===== src/rtl/mem_initializer.sv =====
// Memory initializer: writes a pattern over DEPTH words, optionally reads it back and checks it.
module mem_initializer #(
  parameter int unsigned ADDR_W = 8,
  parameter int unsigned DATA_W = 8,
  parameter int unsigned DEPTH  = 256,
  parameter int unsigned RD_LAT = 1
) (
  input  logic              clk,
  input  logic              reset_n,
  input  logic              start,
  input  logic              abort,
  input  logic [1:0]        mode,
  input  logic [DATA_W-1:0] fill_value,
  input  logic [DATA_W-1:0] s_q,
  output logic [ADDR_W-1:0] s_address,
  output logic [DATA_W-1:0] s_data,
  output logic              s_wren,
  output logic              busy,
  output logic              finish,
  output logic              error,
  output logic [ADDR_W-1:0] err_addr
);

  typedef enum logic [1:0] {IDLE, WRITE, VERIFY, DONE} state_t;

  localparam logic [ADDR_W-1:0] LAST       = ADDR_W'(DEPTH - 1);
  localparam logic [1:0]        LAST_DRAIN = 2'(RD_LAT - 1);

  function automatic logic [DATA_W-1:0] expected(input logic [1:0]        m,
                                                 input logic [DATA_W-1:0] f,
                                                 input logic [ADDR_W-1:0] a);
    case (m)
      2'b01:   expected = f;
      2'b10:   expected = DATA_W'(32'(DEPTH - 1) - 32'(a));
      default: expected = DATA_W'(a);
    endcase
  endfunction

  state_t            state_q;
  logic [ADDR_W-1:0] addr_q;
  logic [DATA_W-1:0] data_q;
  logic              wren_q;
  logic              busy_q;
  logic              fin_q;
  logic              err_q;
  logic [ADDR_W-1:0] ea_q;
  logic [1:0]        mode_q;
  logic [DATA_W-1:0] fill_q;
  logic              issue_q;
  logic [1:0]        drain_q;
  logic [ADDR_W-1:0] pa_q [RD_LAT];
  logic [RD_LAT-1:0] pv_q;

  logic [ADDR_W-1:0] addr_d;
  logic              push;
  logic              miss;

  always_comb begin
    addr_d = addr_q + 1'b1;
    push   = (state_q == VERIFY) && issue_q && !abort;
    miss   = (state_q == VERIFY) && !abort && pv_q[RD_LAT-1] &&
             (s_q != expected(mode_q, fill_q, pa_q[RD_LAT-1]));
  end

  // Read-address/valid delay line: the oldest entry lines up with s_q.
  always_ff @(posedge clk) begin
    if (!reset_n) begin
      pv_q <= '0;
      for (int unsigned i = 0; i < RD_LAT; i++) pa_q[i] <= '0;
    end else begin
      pa_q[0] <= addr_q;
      for (int unsigned i = 1; i < RD_LAT; i++) pa_q[i] <= pa_q[i-1];
      if (state_q != VERIFY) begin
        pv_q <= '0;
      end else begin
        pv_q[0] <= push;
        for (int unsigned i = 1; i < RD_LAT; i++) pv_q[i] <= pv_q[i-1];
      end
    end
  end

  // Control FSM with registered memory-side and status outputs.
  always_ff @(posedge clk) begin
    if (!reset_n) begin
      state_q <= IDLE;
      addr_q  <= '0;
      data_q  <= '0;
      wren_q  <= 1'b0;
      busy_q  <= 1'b0;
      fin_q   <= 1'b0;
      err_q   <= 1'b0;
      ea_q    <= '0;
      mode_q  <= '0;
      fill_q  <= '0;
      issue_q <= 1'b0;
      drain_q <= '0;
    end else begin
      fin_q <= 1'b0;
      if (miss && !err_q) begin
        err_q <= 1'b1;
        ea_q  <= pa_q[RD_LAT-1];
      end
      case (state_q)
        IDLE: begin
          if (start) begin
            state_q <= WRITE;
            mode_q  <= mode;
            fill_q  <= fill_value;
            err_q   <= 1'b0;
            ea_q    <= '0;
            addr_q  <= '0;
            data_q  <= expected(mode, fill_value, '0);
            wren_q  <= 1'b1;
            busy_q  <= 1'b1;
          end
        end
        WRITE: begin
          if (abort) begin
            state_q <= IDLE;
            addr_q  <= '0;
            data_q  <= '0;
            wren_q  <= 1'b0;
            busy_q  <= 1'b0;
          end else if (addr_q == LAST) begin
            addr_q <= '0;
            data_q <= '0;
            wren_q <= 1'b0;
            if (mode_q == 2'b11) begin
              state_q <= VERIFY;
              issue_q <= 1'b1;
              drain_q <= '0;
            end else begin
              state_q <= DONE;
              busy_q  <= 1'b0;
              fin_q   <= 1'b1;
            end
          end else begin
            addr_q <= addr_d;
            data_q <= expected(mode_q, fill_q, addr_d);
          end
        end
        VERIFY: begin
          if (abort) begin
            state_q <= IDLE;
            addr_q  <= '0;
            busy_q  <= 1'b0;
            issue_q <= 1'b0;
          end else if (issue_q) begin
            if (addr_q == LAST) begin
              issue_q <= 1'b0;
              addr_q  <= '0;
            end else begin
              addr_q <= addr_d;
            end
          end else if (drain_q == LAST_DRAIN) begin
            state_q <= DONE;
            busy_q  <= 1'b0;
            fin_q   <= 1'b1;
          end else begin
            drain_q <= drain_q + 1'b1;
          end
        end
        DONE:    state_q <= IDLE;
        default: state_q <= IDLE;
      endcase
    end
  end

  assign s_address = addr_q;
  assign s_data    = data_q;
  assign s_wren    = wren_q;
  assign busy      = busy_q;
  assign finish    = fin_q;
  assign error     = err_q;
  assign err_addr  = ea_q;

endmodule


===== config.mk =====
export PLATFORM = sky130hd
export DESIGN_NAME = mem_initializer
export DESIGN_NICKNAME = d
export VERILOG_FILES = /design/src/rtl/mem_initializer.sv
export SDC_FILE = /design/constraint.sdc
export NUM_CORES = 1
export LEC_CHECK = 0
export ABC_CLOCK_PERIOD_IN_PS = 2860
export CAP_MARGIN = 10
export CORE_ASPECT_RATIO = 1.2
export CORE_MARGIN = 2
export CORE_UTILIZATION = 53
export DETAILED_ROUTE_END_ITERATION = 8
export GPL_TIMING_DRIVEN = 0
export PLACE_DENSITY = 0.8
export SYNTH_ARGS = -nofsm -noshare
export SYNTH_HDL_FRONTEND = slang
export SYNTH_SLANG_ARGS = --single-unit

===== constraint.sdc =====
create_clock -name clk -period 2.86 [get_ports clk]
set_clock_uncertainty 0.05 [all_clocks]
set_input_delay 0.858 -clock clk [delete_from_list [all_inputs] [get_ports clk]]
set_output_delay 0.858 -clock clk [all_outputs]
set_load 0.02 [all_outputs]

==> PnR_summary.wiki <==
{| class="wikitable"
! Metric !! Value
|-
| Static leakage || 0.00139 uW
|-
| Final critical-path required period || 2.53 ns
|-
| Grt total ovfl || 0
|-
| End point of the most critical hold path || err_addr[0]
|-
| Crit path max fanout || 10
|-
| FF-to-FF setup slack || 0.33 ns
|-
| Overall global routing resource usage || 0.235
|-
| Largest vdd supply drop || 0.290 mV
|-
| CTS Root Buffer Type || clkbuf_8
|-
| Library cell with the largest summed area after synthesis || dfxtp_1
|-
| Fraction of final layout cells sized beyond drive strength 1 || 0.0775
|-
| Vias in the first global route || 2430
|-
| Unrepaired setup endpoints after global routing || no
|-
| Most used flip-flop cell after synthesis || dfxtp_1
|-
| Share of the yosys chip area belonging to registers || 0.358
|-
| Number of synthesized register bits || 52
|-
| Post-route ant nets || 0
|-
| Total setup violations reported at the end of the flow || 0
|-
| Number of endpoints with negative hold slack in the final report || 0
|-
| Final cycle utilization of the critical path || 0.885
|-
| Synth-to-Final Area Change || 22.4%
|-
| Worst Setup Path Type || reg -> reg
|-
| Maximum clock path buffer count || 2
|-
| Number of clock sinks seen by CTS || 52
|-
| Most used standard cell by instance count after synthesis || nand2_1
|-
| Max Freq || 0.395 GHz
|-
| Required time worst endpoint || 3.06 ns
|-
| Count of flip-flops with a built-in enable after synthesis || 0
|-
| Data arrival time of the critical path || 2.73 ns
|-
| Remaining max-slew budget at the tightest pin || 0.556
|-
| Cell Area, Synth || 0.00290 sq mm
|-
| Number of maximum-capacitance violations || 0
|-
| Clock H-tree levels || 2
|-
| Startpoint types || register
|-
| Number of pins with negative max-slew slack in the final report || 0
|-
| Final GP Congestion || 0.879
|-
| Via density || 5.48
|-
| Number of buffers added to fix hold violations after cts || 0
|-
| Transition at the pin with the smallest max-transition slack || 0.665 ns
|-
| Number of placed instances with taps included || 454
|-
| Post-DP HPWL || 5350 um
|-
| End of the worst register-to-register path || err_addr[6]
|-
| Placement row count || 29
|-
| Global-route wire length before repair || 11300 um
|-
| Number of different library cells in the post-synthesis netlist || 46
|-
| Most frequent cells after synthesis || nand2_1 (54), dfxtp_1 (52), o21ai_0 (22)
|-
| Crit-path slowest cell || dfxtp_1
|-
| Initial detailed-routing violation count || 56
|-
| Final-layout fill cell count || 460
|-
| Number of buffers inserted by port buffering || 48
|-
| I/O pins || 50
|-
| Via total after detailed routing || 2533
|-
| Starting Density || 0.548
|-
| Clock-pin transition on the worst setup and hold timing paths || 0.10 ns
|-
| Pin count of the biggest net entering global routing || 19
|-
| Latest clock arrival within the worst-skew pair || 0.31 ns
|-
| Count of synthesis-stage warnings from yosys || 0
|-
| Die span in y || 85.1 um
|-
| Total clock buffers created by CTS || 5
|-
| Mean routed wirelength per cell || 15.0 um
|-
| Worst min-delay path startpoint || err_addr[0]
|-
| Status || finished clean
|-
| Drt first pass iters || 4
|-
| Area of all sequential standard cells || 0.00104 sq mm
|-
| Final cell count without fillers || 462
|-
| Final routed wirelength across all metal layers || 6940 um
|-
| Most area-consuming cells after synthesis || dfxtp_1 (36%), nand2_1 (7.0%), ha_1 (4.7%), and2_1 (4.3%), o21ai_0 (3.8%)
|-
| Critical Path End Type || register
|-
| Post_cts resized || 0
|-
| Post-CTS setup buffer count || 0
|-
| Post-synthesis net count || 377
|-
| Final total negative setup slack || 0 ns
|-
| Worst R2R Start || mode_q[0]
|-
| Count of antenna diodes in the layout || 0
|-
| Share of synthesized registers carrying an async set or reset || 0
|-
| CP cell instances || inv_1 -> ha_1 -> buf_6 -> o31ai_1 -> xor2_1 -> nand4_1 -> o2111ai_4 -> mux2i_1
|-
| Worst Reg2Reg Path Length in Cells || 8
|-
| Die width || 71.6 um
|-
| Antenna violations before repair || 0
|-
| TritonCTS clock tree || yes
|-
| Synthesized instance count || 344
|-
| DRC errors left || 0
|-
| Floorplan core area || 0.00530 sq mm
|-
| Number of nets in the finished design || 432
|-
| Class of the tightest hold or removal check || reg -> reg
|-
| Total area of multi-input combinational cells || 0.00171 sq mm
|-
| Slowest Stage Delay on Critical Path || 0.43 ns
|-
| DIE AREA || 0.00609 sq mm
|-
| PD cells || 475 mW/mm^2
|-
| Post-synthesis area per instance || 8.44 sq um
|-
| Worst hold path cell count || 2
|-
| Synth top area share || 0.358
|}
==> power by group <==
part	switching (uW)	internal, uW	total [uW]
logic	247	195	442
registers	30.9	765	795
clock network	273	179	452
==> critical path: cells and delay by family, from the launching register on <==
family | cells | cell delay (ns)
and+or+nand+nor | 1 | 0.21
DFF | 1 | 0.43
buffers and inverters | 2 | 0.25
adders and majority gates | 1 | 0.38
AOI/OAI and AO/OA | 2 | 0.74
xor gates and xnor gates | 1 | 0.19
muxes | 1 | 0.23
==> cell families (layout without fill, tap and decap cells) <==
logic type      Yosys count  after routing  synth area share
flops                    52             52             0.358
compound gates           89             89             0.224
fa+ha+maj                11             11            0.0474
xor+xnor                 14             14            0.0422
mux                      10             10            0.0345
simple gates            133            133             0.242
buf+inv                  35             91            0.0517
==> state kept, by name (all words and copies together), names as in the netlist <==
name,cells
finish,1
mode_q,2
pv_q,1
busy,1
error,1
drain_q,2
err_addr,8
pa_q,8
fill_q,8
state_q,2
s_wren,1
s_address,8
issue_q,1
s_data,8
==> layout make-up <==
class                      count  area share
clock inverter                 3     0.00704
multi-input combinational    257       0.482
timing repair buffer          48       0.135
tap                           62      0.0218
buffer                        20      0.0264
inverter                      15      0.0158
clock buffer                   5      0.0194
sequential                    52       0.293
==> worst max-delay path by stage <==
stage | cells after the start | end | from
after detailed placement | 7 | s_address[3] | start
after CTS | 8 | err_addr[6] | mode_q[0]
after global routing | 8 | err_addr[6] | mode_q[0]
final | 8 | err_addr[6] | mode_q[0]
after global placement | 7 | s_address[3] | start
after floorplan | 7 | s_address[3] | abort
==> metal layers <==
metal | wire length, um | vias to the layer above | track usage | part of all wire
met2 | 3410 | 68 | 0.410 | 0.49
li1 | - | 1296 | - | -
met4 | 214 | 0 | 0.101 | 0.031
met3 | 270 | 16 | 0.0333 | 0.039
met1 | 3040 | 1153 | 0.286 | 0.44
met5 | 0 | - | 0 | 0
==> layout by cell type (no fill, tap or decap), types with 2 or more instances in the layout <==
master and instances:
nand2_1 54, dfxtp_1 52, clkdlybuf4s50_1 48, o21ai_0 22, and2_1 20, nor2b_1 17
inv_1 15, a21oi_1 15, clkbuf_1 13, xor2_1 12, a21boi_0 12, a211oi_1 11
ha_1 11, mux2i_1 10, nor2_1 9, nand2b_1 9, o31ai_1 7, nor3_1 5
o221a_2 5, clkbuf_8 5, nand4_1 4, buf_2 3, nand3_1 3, and4_1 2
a31oi_1 2, buf_6 2, and2_2 2, o31ai_2 2, or2_2 2, buf_1 2
xnor2_1 2, o32a_1 2, and3_1 2, inv_6 2
==> stage by stage <==
step                      setup slack (ns)   util  power (uW)  hold slack, ns  area, sq um
final                                0.328  0.671        1690           0.413         3560
after global routing                0.0964  0.671        1770           0.435         3560
after CTS                            0.305  0.671        1690           0.417         3560
after detailed placement            0.0696  0.654        1250           0.403         3460
after global placement               0.109  0.654        1240           0.395         3460
after floorplan                      0.546      -        1100           0.389         2900
Note: power is estimated with default switching activity, not from simulation.
